[src/rtl/ps2_key_display_if.sv]
// Bundles the PS/2 line inputs, the decoded key-event outputs and the
// multiplexed seven-segment drive of ps2_key_display.
interface ps2_key_display_if #(
    parameter int DIGITS = 4
);
    logic              ps2_clk;
    logic              ps2_data;
    logic              key_valid;
    logic [7:0]        key_code;
    logic              key_ext;
    logic              key_break;
    logic              frame_err;
    logic [DIGITS-1:0] an;
    logic [6:0]        ca;

    // Design side: consumes the PS/2 lines, drives events and display.
    modport master (
        input  ps2_clk, ps2_data,
        output key_valid, key_code, key_ext, key_break, frame_err, an, ca
    );

    // Keyboard/observer side.
    modport slave (
        output ps2_clk, ps2_data,
        input  key_valid, key_code, key_ext, key_break, frame_err, an, ca
    );
endinterface

[src/rtl/ps2_key_display.sv]
// PS/2 keyboard frame receiver with E0/F0 prefix tracking and a shifting
// multi-digit seven-segment display of the most recent key presses.
module ps2_key_display #(
    parameter int DIGITS      = 4,
    parameter int REFRESH_DIV = 50000,
    parameter int TIMEOUT_CYC = 100000
) (
    input  logic               clk,
    input  logic               rst_n,
    ps2_key_display_if.master  bus
);
    localparam int IDX_W = (DIGITS > 1)      ? $clog2(DIGITS)      : 1;
    localparam int DIV_W = (REFRESH_DIV > 1) ? $clog2(REFRESH_DIV) : 1;
    localparam int TMO_W = (TIMEOUT_CYC > 1) ? $clog2(TIMEOUT_CYC) : 1;

    typedef enum logic [1:0] {IDLE, DATA, PARITY, STOP} state_t;

    state_t       state_q, state_d;
    logic [2:0]   sync_clk_q, sync_clk_d;   // [1:0] synchroniser, [2] previous
    logic [1:0]   sync_dat_q, sync_dat_d;
    logic [2:0]   cnt_q, cnt_d;
    logic [7:0]   shift_q, shift_d;
    logic         par_q, par_d;
    logic [TMO_W-1:0] tmo_q, tmo_d;
    logic         pend_ext_q, pend_ext_d;
    logic         pend_brk_q, pend_brk_d;
    logic         key_valid_q, key_valid_d;
    logic [7:0]   key_code_q, key_code_d;
    logic         key_ext_q, key_ext_d;
    logic         key_break_q, key_break_d;
    logic         frame_err_q, frame_err_d;

    logic [6:0]       glyph_q [DIGITS];
    logic [6:0]       glyph_d [DIGITS];
    logic [IDX_W-1:0] idx_q, idx_d;
    logic [DIV_W-1:0] div_q, div_d;

    logic ps2_fall;
    logic ps2_bit;

    assign ps2_fall = sync_clk_q[2] & ~sync_clk_q[1];
    assign ps2_bit  = sync_dat_q[1];

    function automatic logic [6:0] glyph_of(input logic [7:0] code, input logic ext);
        logic [6:0] g;
        g = 7'b0111111;
        if (!ext) begin
            case (code)
                8'h45: g = 7'b1000000;
                8'h16: g = 7'b1111001;
                8'h1E: g = 7'b0100100;
                8'h26: g = 7'b0110000;
                8'h25: g = 7'b0011001;
                8'h2E: g = 7'b0010010;
                8'h36: g = 7'b0000010;
                8'h3D: g = 7'b1111000;
                8'h3E: g = 7'b0000000;
                8'h46: g = 7'b0010000;
                8'h1C: g = 7'b0001000;
                8'h1B: g = 7'b0010010;
                8'h44: g = 7'b1000000;
                8'h2B: g = 7'b0001110;
                default: g = 7'b0111111;
            endcase
        end
        return g;
    endfunction

    // Frame FSM, timeout supervision and prefix/event decoding.
    always_comb begin
        sync_clk_d  = {sync_clk_q[1:0], bus.ps2_clk};
        sync_dat_d  = {sync_dat_q[0], bus.ps2_data};
        state_d     = state_q;
        cnt_d       = cnt_q;
        shift_d     = shift_q;
        par_d       = par_q;
        tmo_d       = tmo_q;
        pend_ext_d  = pend_ext_q;
        pend_brk_d  = pend_brk_q;
        key_valid_d = 1'b0;
        key_code_d  = key_code_q;
        key_ext_d   = key_ext_q;
        key_break_d = key_break_q;
        frame_err_d = 1'b0;

        if (ps2_fall) begin
            tmo_d = '0;
            case (state_q)
                IDLE: begin
                    if (!ps2_bit) begin
                        state_d = DATA;
                        cnt_d   = '0;
                    end
                end
                DATA: begin
                    shift_d = {ps2_bit, shift_q[7:1]};
                    cnt_d   = cnt_q + 1'b1;
                    if (cnt_q == 3'd7) state_d = PARITY;
                end
                PARITY: begin
                    par_d   = ps2_bit;
                    state_d = STOP;
                end
                STOP: begin
                    state_d = IDLE;
                    if (ps2_bit && ((^shift_q) ^ par_q)) begin
                        if (shift_q == 8'hE0) begin
                            pend_ext_d = 1'b1;
                        end else if (shift_q == 8'hF0) begin
                            pend_brk_d = 1'b1;
                        end else begin
                            key_valid_d = 1'b1;
                            key_code_d  = shift_q;
                            key_ext_d   = pend_ext_q;
                            key_break_d = pend_brk_q;
                            pend_ext_d  = 1'b0;
                            pend_brk_d  = 1'b0;
                        end
                    end else begin
                        frame_err_d = 1'b1;
                    end
                end
                default: state_d = IDLE;
            endcase
        end else if (state_q == IDLE) begin
            tmo_d = '0;
        end else if (tmo_q == TMO_W'(TIMEOUT_CYC - 1)) begin
            state_d     = IDLE;
            tmo_d       = '0;
            frame_err_d = 1'b1;
        end else begin
            tmo_d = tmo_q + 1'b1;
        end

        if (frame_err_d) begin
            pend_ext_d = 1'b0;
            pend_brk_d = 1'b0;
        end
    end

    // Receiver and key-event registers.
    always_ff @(posedge clk or negedge rst_n) begin
        if (!rst_n) begin
            state_q     <= IDLE;
            sync_clk_q  <= '1;
            sync_dat_q  <= '1;
            cnt_q       <= '0;
            shift_q     <= '0;
            par_q       <= 1'b0;
            tmo_q       <= '0;
            pend_ext_q  <= 1'b0;
            pend_brk_q  <= 1'b0;
            key_valid_q <= 1'b0;
            key_code_q  <= '0;
            key_ext_q   <= 1'b0;
            key_break_q <= 1'b0;
            frame_err_q <= 1'b0;
        end else begin
            state_q     <= state_d;
            sync_clk_q  <= sync_clk_d;
            sync_dat_q  <= sync_dat_d;
            cnt_q       <= cnt_d;
            shift_q     <= shift_d;
            par_q       <= par_d;
            tmo_q       <= tmo_d;
            pend_ext_q  <= pend_ext_d;
            pend_brk_q  <= pend_brk_d;
            key_valid_q <= key_valid_d;
            key_code_q  <= key_code_d;
            key_ext_q   <= key_ext_d;
            key_break_q <= key_break_d;
            frame_err_q <= frame_err_d;
        end
    end

    // Glyph buffer shift on make events and digit scan timing.
    always_comb begin
        for (int unsigned i = 0; i < DIGITS; i++) glyph_d[i] = glyph_q[i];
        if (key_valid_q && !key_break_q) begin
            for (int unsigned i = 1; i < DIGITS; i++) glyph_d[i] = glyph_q[i-1];
            glyph_d[0] = glyph_of(key_code_q, key_ext_q);
        end
        div_d = div_q + 1'b1;
        idx_d = idx_q;
        if (div_q == DIV_W'(REFRESH_DIV - 1)) begin
            div_d = '0;
            idx_d = (idx_q == IDX_W'(DIGITS - 1)) ? '0 : idx_q + 1'b1;
        end
    end

    // Display registers; glyphs reset to blank.
    always_ff @(posedge clk or negedge rst_n) begin
        if (!rst_n) begin
            for (int unsigned i = 0; i < DIGITS; i++) glyph_q[i] <= '1;
            idx_q <= '0;
            div_q <= '0;
        end else begin
            for (int unsigned i = 0; i < DIGITS; i++) glyph_q[i] <= glyph_d[i];
            idx_q <= idx_d;
            div_q <= div_d;
        end
    end

    assign bus.key_valid = key_valid_q;
    assign bus.key_code  = key_code_q;
    assign bus.key_ext   = key_ext_q;
    assign bus.key_break = key_break_q;
    assign bus.frame_err = frame_err_q;
    assign bus.an        = ~(DIGITS'(1) << idx_q);
    assign bus.ca        = glyph_q[idx_q];
endmodule

[src/flat_wrapper.sv]
// flat-port wrapper written by rule: the top's interface ports become plain ports
module ps2_key_display_flat 
#(
    parameter int DIGITS      = 4,
    parameter int REFRESH_DIV = 50000,
    parameter int TIMEOUT_CYC = 100000
)
  (clk, rst_n, bus_ps2_clk, bus_ps2_data, bus_key_valid, bus_key_code, bus_key_ext, bus_key_break, bus_frame_err, bus_an, bus_ca);
  ps2_key_display_if #(.DIGITS(DIGITS)) bus_i ();
  input  logic clk;
  input  logic rst_n;
  input wire logic [$bits(bus_i.ps2_clk)-1:0] bus_ps2_clk;
  input wire logic [$bits(bus_i.ps2_data)-1:0] bus_ps2_data;
  output wire logic [$bits(bus_i.key_valid)-1:0] bus_key_valid;
  output wire logic [$bits(bus_i.key_code)-1:0] bus_key_code;
  output wire logic [$bits(bus_i.key_ext)-1:0] bus_key_ext;
  output wire logic [$bits(bus_i.key_break)-1:0] bus_key_break;
  output wire logic [$bits(bus_i.frame_err)-1:0] bus_frame_err;
  output wire logic [$bits(bus_i.an)-1:0] bus_an;
  output wire logic [$bits(bus_i.ca)-1:0] bus_ca;
  assign bus_i.ps2_clk = bus_ps2_clk;
  assign bus_i.ps2_data = bus_ps2_data;
  assign bus_key_valid = bus_i.key_valid;
  assign bus_key_code = bus_i.key_code;
  assign bus_key_ext = bus_i.key_ext;
  assign bus_key_break = bus_i.key_break;
  assign bus_frame_err = bus_i.frame_err;
  assign bus_an = bus_i.an;
  assign bus_ca = bus_i.ca;
  ps2_key_display #(.DIGITS(DIGITS), .REFRESH_DIV(REFRESH_DIV), .TIMEOUT_CYC(TIMEOUT_CYC)) u_core (.clk(clk), .rst_n(rst_n), .bus(bus_i));
endmodule
[config.mk]
export PLATFORM = sky130hd
export DESIGN_NAME = ps2_key_display_flat
export DESIGN_NICKNAME = d
export VERILOG_FILES = /design/src/rtl/ps2_key_display_if.sv /design/src/rtl/ps2_key_display.sv /design/src/flat_wrapper.sv
export SDC_FILE = /design/constraint.sdc
export NUM_CORES = 1
export LEC_CHECK = 0
export ABC_AREA = 1
export CAP_MARGIN = 20
export CELL_PAD_IN_SITES_DETAIL_PLACEMENT = 1
export CELL_PAD_IN_SITES_GLOBAL_PLACEMENT = 1
export CORE_MARGIN = 8
export CORE_UTILIZATION = 47
export CTS_BUF_LIST = sky130_fd_sc_hd__clkbuf_8
export DETAILED_ROUTE_END_ITERATION = 12
export GPL_TIMING_DRIVEN = 0
export PLACE_DENSITY = 0.78
export SETUP_SLACK_MARGIN = 0.4
export SLEW_MARGIN = 5
export SYNTH_ARGS = -nofsm -noshare
export SYNTH_HDL_FRONTEND = slang
export SYNTH_SLANG_ARGS = --single-unit
[constraint.sdc]
create_clock -name clk -period 2.2 [get_ports clk]
set_input_delay 0.44 -clock clk [delete_from_list [all_inputs] [get_ports clk]]
set_output_delay 0.44 -clock clk [all_outputs]
set_load 0.05 [all_outputs]
# After elaboration in Yosys (flattened, before gate mapping)
# Cells that the tools add are included.
# word_totals
ff_bits,96
inputBits,4
output_inout_bits,23
# classes
n_addsub,4
magnitude_cmp,1
eq_ne,28
shifts,1
n_mux,40
bitwise_logic,7
n_reduce_logical,19
# ops
cell,n
one-hot mux 7 bit (12 select lines),1
"== test 8 x 6 -> 1 bit, second input constant",7
two-way mux 17 bit,3
"== test 8 x 5 -> 1 bit, second input constant",4
"== test 8 x 7 -> 1 bit, second input constant",3
two-way mux 1 bit,22
two-way mux 7 bit,3
"adder 17 x 1 -> 17 bit, second input constant",1
"== test 17 bit, second input constant",1
"adder 16 x 1 -> 16 bit, second input constant",1
"== test 16 bit, second input constant",1
"== test 8 bit, second input constant",2
two-way mux 16 bit,1
binary-select mux 7 bit (select 2 bit),1
two-way mux 2 bit,6
AND reduction 4 bit,3
nonzero test 2 bit,5
one-hot mux 2 bit (4 select lines),1
parity 8 bit,1
"== test 2 bit, second input constant",3
one-hot mux 3 bit (2 select lines),1
AND reduction 5 bit,1
"inequality test 2 x 1 -> 1 bit, second input constant",2
inverter 4 bit,1
20 further kinds,25

# Depth between registers and ports, before layout
# Gate-level depths: netlist (run 1).
# depth
depth_word,8
mapped_depth,12
mapped_depth_nobuf,12

# Least setup slack after synthesis (run 1)
# Ideal clock, no wire load.
# synth_path
kind,register to output
startpoint,register u_core.idx_q[0]
endpoint,output bus_ca[0]
t_arrival_ns,2.090
t_required_ns,1.760
slack_ns,-0.330
stages_incl_launch_ff,6
path_buffers,2
path_cell_list,dfrtp_1 -> buf_2 -> inv_1 -> clkbuf_1 -> o21ai_0 -> o21ai_0
# synth_via
elab_chain_len,4
# synth_rtl
item,line_no,rtl
from (decl),ps2_key_display.sv:35,"logic [IDX_W-1:0] idx_q, idx_d;"
from (signal assigned),ps2_key_display.sv:199,idx_q <= idx_d;
inverter 2 -> 3 bit (implied by the code),ps2_key_display.sv:210,assign bus.ca = glyph_q[idx_q];
binary-select mux 7 bit (select 2 bit),ps2_key_display.sv:210,
two-way mux 7 bit (implied by the code) (2 in series),ps2_key_display.sv:210,
to (decl),flat_wrapper.sv:20,output wire logic [$bits(bus_i.ca)-1:0] bus_ca;
# No other way between the ends. The select of a mux whose other input is x is not followed.

# Final worst setup path (run 1)
# layout_path
startpoint,register u_core.idx_q[0]
endpoint,output bus_ca[5]
# The elaborated chain is that of the path after synthesis.

==> flow_summary_export.csv, run 1 <==
group,metric,value,unit
yosys,avgSynthCellArea,7.974,sq um
timing,maxSlewHeadroom,58.49,%
clock_network,clk_pin_slew,110,ps
timing,rsz0062_at_grt,"yes",
grt,grt_pass1_vias,4792,
final_layout,final_util,59.29,%
clock_network,cts.root.buffer_cell,"clkbuf_8",
floorplan,rows,38,
final_layout,regArea,2446,sq um
final_layout,finish.instance_area,6342,sq um
floorplan,die_area,14410,sq um
timing,worst_slew_pin_slew,622.7,ps
worst_setup_path,cp_max_fo,10,
timing,skew,12.89,ps
yosys,synth-simple-area-share,27.62,%
flow_run,maxCapViolCount,0,
final_layout,area_growth,24.67,%
timing,max_freq,460.4,MHz
final_layout,drive_above_1_share,25.89,%
yosys,ys_types,37,
timing,finalCritPeriodShare,98.74,%
timing,drv_slew,0,
timing,finalCriticalPeriod,2172,ps
routing,num_vias,4470,
yosys,synth_cells,638,
min_path,hold_class,"in2async",
yosys,netlist_area,5087,sq um
floorplan,die_w,120.0,um
grt,grt_max_degree,51,
grt,antenna_found_initial,0,
worst_setup_path,setup.worst_path.start_class,"flip-flop",
routing,ant_nets,0,
yosys,synthAdderAreaFrac,4.181,%
routing,vias_per_cell,5.328,
clock_network,cts_sinks,96,
routing,drtIter0Drc,148,
final_layout,fill_cells,1270,
clock_network,cts_buffers,9,
floorplan,start_util,47.56,%
routing,firstDrtPassIters,4,
worst_setup_path,crit_type,"reg2out",
clock_network,h-tree-depth,3,
yosys,ys_warn_count,0,
clock_network,clock_latency,380,ps
clock_network,cts_buffer_depth,2,
outcome,status,"completed",
floorplan,core,10700,sq um
placed_design,io_buffer_count,26,
routing,routedWlPerCell,16.69,um
final_layout,multi_input_area,2596,sq um
worst_setup_path,cp-end-kind,"primary output",
yosys,synth_fp_nets,659,
routing,post-route-drc-count,0,
worst_setup_path,cp.arrival,1730,ps
yosys,ys_ff_latch,96,
timing,whs,65.99,ps
pwr,irDropWorstVdd,0.5903,mV
timing,setup_viol,0,
pwr,p_leak,0.002836,uW
grt,overflow,0,
yosys,synthMuxAreaShare,0,%
final_layout,final_nets,715,
pwr,p_per_area,633.7,nW/um^2
clock_network,cts_tree,"built",
grt,grt_pass1_wl,22760,um
timing,hold_viol,0,
routing,routed_wl,14000,um
placed_design,place.gp.congestion,0.8858,
placed_design,dpl.hpwl,9515,um
yosys,synth_xor_area_share,2.755,%
yosys,yosysSeqAreaShare,48.03,%
timing,finalSetupTns,0,ps
yosys,synth_top_family_by_area,"simple AND/OR/NAND/NOR gates",
floorplan,ios,27,
grt,grt_usage,19.34,%
placed_design,place_area,5628,sq um
worst_setup_path,worstPathRequired,1760,ps
final_layout,n_antenna_cell,0,
floorplan,die_h,120.0,um
yosys,synth_compound_area_share,9.690,%
[routing by layer]
metal  part of all wire, %  up-vias  global-route usage, %  wire [um]
li1                      -     2160                      -          -
met3                   2.1       15                  2.255        294
met4                   1.4        0                  6.714        200
met2                    56       42                  36.36       7836
met5                     0        -                      0          0
met1                    40     2253                  22.08       5668
[registers in the layout (all words and copies together), names as in the netlist, 2 cells and up]
register,flops
u_core.bus.key_code,8
u_core.sync_clk_q,3
u_core.cnt_q,3
u_core.sync_dat_q,2
u_core.tmo_q,17
u_core.div_q,16
u_core.state_q,2
u_core.shift_q,8
u_core.glyph_q,28
u_core.idx_q,2
[cells by family after synthesis]
| logic type | Yosys count |
|---|---|
| AND/OR/NAND/NOR | 322 |
| AO/OA/AOI/OAI | 86 |
| buffers and inverters | 101 |
| adder cells (fa/ha/maj) | 17 |
| flip-flops | 96 |
| XOR/XNOR | 16 |
[worst paths after layout]
path | depth (start not counted) | end | startpoint | slack, ps
setup / recovery | 7 | bus_ca[5] | u_core.idx_q[0]$_DFFE_PN0N_ | 30
hold / removal | 1 | u_core.idx_q[0]$_DFFE_PN0N_ | rst_n | 70
setup reg to reg | 11 | u_core.bus.key_code[0]$_DFFE_PN0P_ | u_core.shift_q[7]$_DFFE_PN0P_ | 420
hold reg to reg | 0 | u_core.sync_dat_q[1]$_DFF_PN1_ | u_core.sync_dat_q[0]$_DFF_PN1_ | 360
max in group asynchronous | 2 | u_core.sync_dat_q[1]$_DFF_PN1_ | rst_n | 1410
min in group clk | 0 | u_core.sync_dat_q[1]$_DFF_PN1_ | u_core.sync_dat_q[0]$_DFF_PN1_ | 360
[where the power goes]
group          switching, uW  internal (uW)  leakage, uW
logic                    490            303      0.00153
registers               95.8           1870      0.00120
clock network            714            550     0.000107
[per-stage QoR]
step | total power, uW | std cells | setup WS [ps]
finish | 4019 | 839 | 27.77
global route | 4216 | 839 | -38.77
CTS | 3914 | 830 | 107.7
detailed placement | 2628 | 805 | -659.1
global placement | 2576 | 804 | -2862
floorplan | 2408 | 638 | 412.2
[final cells by class]
cell class | count | area share (%)
multi-input combinational | 441 | 40.94
sequential | 96 | 38.57
timing repair buffer | 45 | 7.260
inverter | 88 | 5.346
tap | 140 | 2.762
clock buffer | 9 | 1.953
buffer | 13 | 1.835
clock inverter | 7 | 1.341
[worst max-delay path, stage by stage (launching register included)]
cell and delay, ps:
dfrtp_1 390, buf_6 120, clkinvlp_4 140, buf_8 190, a21oi_2 160, o21ai_2 90, o21ai_4 70, buf_6 170
[timing repair]
action | in CTS | in global routing
setup endpoints to repair | 34 | 43
pin swaps | 1 | 17
hold buffers | 0 | 0
cloned | 1 | 1
buffers inserted | 8 | 8
resized for setup | 158 | 60
[cell usage in the layout, fill, tap and decap left out, drive strengths merged]
cell	count
a211oi	2
a21oi	14
a31oi	2
a32o	2
and3	2
buf	34
bufinv	1
clkbuf	24
clkdlybuf4s15	5
clkdlybuf4s50	2
clkinv	2
clkinvlp	1
dfrtp	63
dfstp	33
dlygate4sd2	2
ha	17
inv	91
nand2	164
nand3	30
nand4	13
nor2	78
nor3	26
nor3b	5
nor4	3
o211ai	2
o21a	2
o21ai	60
o21bai	1
o31ai	1
or2	1
xnor2	2
xor2	14
[synthesized netlist by cell type (all sizes together)]
master	count	area share, %
xor2	14	2.4
o31ai	1	0.15
a31oi	2	0.25
buf	4	0.52
nor3b	5	0.96
a21oi	14	1.5
a211oi	2	0.30
nor2	78	6.2
o21a	2	0.30
o211ai	2	0.30
clkbuf	9	0.66
nor4	3	0.37
inv	88	6.5
a32o	2	0.39
dfstp	33	17
nor3	26	2.7
or2	1	0.12
o21bai	1	0.15
dfrtp	63	31
and3	2	0.25
nand3	30	3.0
xnor2	2	0.34
o21ai	60	6.4
nand4	13	1.9
nand2	164	12
ha	17	4.2
(Power assumes the default switching activity.)
==> inputs of run 2 (changes only) <==
CORE_UTILIZATION = 27   (was 47)
CTS_BUF_LIST = default   (was sky130_fd_sc_hd__clkbuf_8)
PLACE_DENSITY = 0.48   (was 0.78)
==> flow_summary_export.csv, run 2 (synthesis results as in run 1) <==
group,metric,value,unit
timing,max_freq,499.1,MHz
grt,grt_pass1_vias,4682,
grt,grt_pass1_wl,23730,um
final_layout,fin_cells,946,
clock_network,cts_buffer_depth,2,
timing,finalCritPeriodShare,91.07,%
clock_network,cts_tree,"built",
grt,antenna_found_initial,0,
clock_network,clk_pin_slew,80,ps
timing,maxSlewHeadroom,62.09,%
pwr,p_leak,0.002990,uW
floorplan,die_w,153.3,um
min_path,hold_class,"in2async",
timing,drv_slew,0,
flow_run,maxCapViolCount,0,
grt,grt_max_degree,62,
final_layout,n_antenna_cell,0,
clock_network,h-tree-depth,3,
floorplan,core,18580,sq um
placed_design,io_buffer_count,26,
routing,num_vias,4385,
pwr,p_per_area,660.6,nW/um^2
final_layout,largest_register_ffs,28,
timing,hold_viol,0,
final_layout,mostFrequentLayoutCells,"nand2_1 (148), inv_1 (69), nor2_1 (67)",
worst_setup_path,rr_worst_depth,11,
clock_network,cts_buffers,9,
worst_setup_path,cp_max_fo,8,
final_layout,final_nets,728,
floorplan,die_h,153.3,um
placed_design,dpl.hpwl,9918,um
worst_setup_path,cp-end-kind,"primary output",
grt,grt_usage,12.50,%
worst_setup_path,r2r_end,"u_core.bus.key_code[0]$_DFFE_PN0P_",
routing,vias_per_cell,4.635,
worst_setup_path,cp.arrival,1560,ps
floorplan,ios,27,
timing,worst_slew_pin_slew,568.6,ps
timing,setup_viol,0,
routing,drtIter0Drc,171,
timing,finalCriticalPeriod,2004,ps
grt,overflow,0,
clock_network,clock_latency,360,ps
timing,setup_slack,196.4,ps
final_layout,final_util,36.86,%
pwr,irDropWorstVdd,0.4251,mV
final_layout,regArea,2446,sq um
final_layout,largestRegisters,"u_core.glyph_q (28), u_core.tmo_q (17), u_core.div_q (16)",
clock_network,cts_sinks,96,
routing,ant_nets,0,
placed_design,place_area,5746,sq um
final_layout,fill_cells,2180,
worst_setup_path,setup.worst_path.start_class,"flip-flop",
timing,skew,12.28,ps
final_layout,finish.instance_area,6848,sq um
routing,routed_wl,14280,um
final_layout,final_common_cell,"nand2_1",
worst_setup_path,crit_type,"reg2out",
floorplan,rows,50,
placed_design,placed_cells,899,
floorplan,start_util,27.38,%
clock_network,cts.root.buffer_cell,"clkbuf_16",
worst_setup_path,worstPathRequired,1760,ps
final_layout,top_register,"u_core.glyph_q",
floorplan,die_area,23490,sq um
final_layout,multi_input_area,2735,sq um
pwr,p_total,4524,uW
final_layout,drive_above_1_share,29.92,%
worst_setup_path,r2r_setup_slack,430,ps
timing,rsz0062_at_grt,"yes",
final_layout,area_growth,34.60,%
placed_design,dp_slack,-759.0,ps
placed_design,place.gp.congestion,0.7898,
outcome,status,"completed",
worst_setup_path,r2r_start,"u_core.shift_q[5]$_DFFE_PN0P_",
routing,routedWlPerCell,15.10,um
routing,post-route-drc-count,0,
routing,firstDrtPassIters,4,
run 2: changes by cell type in the layout (fill, tap and decap cells not counted), moves of 3 or more:
cell	before	now
nor2_1	74	67
nor2_2	2	7
o21ai_4	8	13
clkbuf_16	2	14
inv_2	12	16
buf_6	9	12
ha_1	11	8
inv_6	3	0
inv_1	73	69
clkbuf_8	11	2
buf_4	17	26
run 2: where the power goes:
part	leakage, uW	switching (uW)	total, uW	internal (uW)
logic	0.00165	546	934	388
registers	0.00120	94.8	1960	1870
clock network	0.000142	716	1630	913
total	0.00299	1360	4520	3170
run 2: worst max path at each step:
stage / startpoint / endpoint
final: u_core.idx_q[0]$_DFFE_PN0N_ / bus_ca[6]
after global routing: u_core.idx_q[0]$_DFFE_PN0N_ / bus_ca[6]
after CTS: u_core.idx_q[0]$_DFFE_PN0N_ / bus_ca[6]
after detailed placement: u_core.idx_q[0]$_DFFE_PN0N_ / bus_ca[6]
after global placement: rst_n / u_core.bus.key_code[3]$_DFFE_PN0P_
after floorplan: u_core.idx_q[0]$_DFFE_PN0N_ / bus_ca[0]
run 2: repair_timing:
item / 4_1_cts / 5_1_grt
hold buffers: 0 / 0
setup buffers: 11 / 16
endpoints found under the setup margin: 45 / 59
gates resized for setup: 182 / 73
pin swaps: 10 / 19
gates cloned: 4 / 0
hold endpoints to repair: 0 / 0
run 2: final cells by class:
type	count	area share, %
buffer	13	2.010
clock buffer	11	3.545
clock inverter	5	0.8222
inverter	88	5.006
multi-input combinational	441	39.94
sequential	96	35.72
tap	234	4.276
timing repair buffer	58	8.679
run 2: stage by stage:
step	hold slack, ps	TNS [ps]
after floorplan	144.4	0
after global placement	347.1	-283160
after detailed placement	347.5	-6489
after CTS	66.32	0
after global routing	90.19	0
final	58.73	0
run 2: worst max-delay path, cell delays in order (launching register included):
cell	delay, ps
dfrtp_1	400
buf_6	140
inv_8	90
clkbuf_16	160
o21ai_2	70
o21ai_4	160
buf_6	180
run 2: routing by layer:
layer  track usage, %  share of wire [%]
met1            15.20                 45
met2            21.27                 50
met3            2.932                2.9
met4            4.336                1.8
met5                0                  0
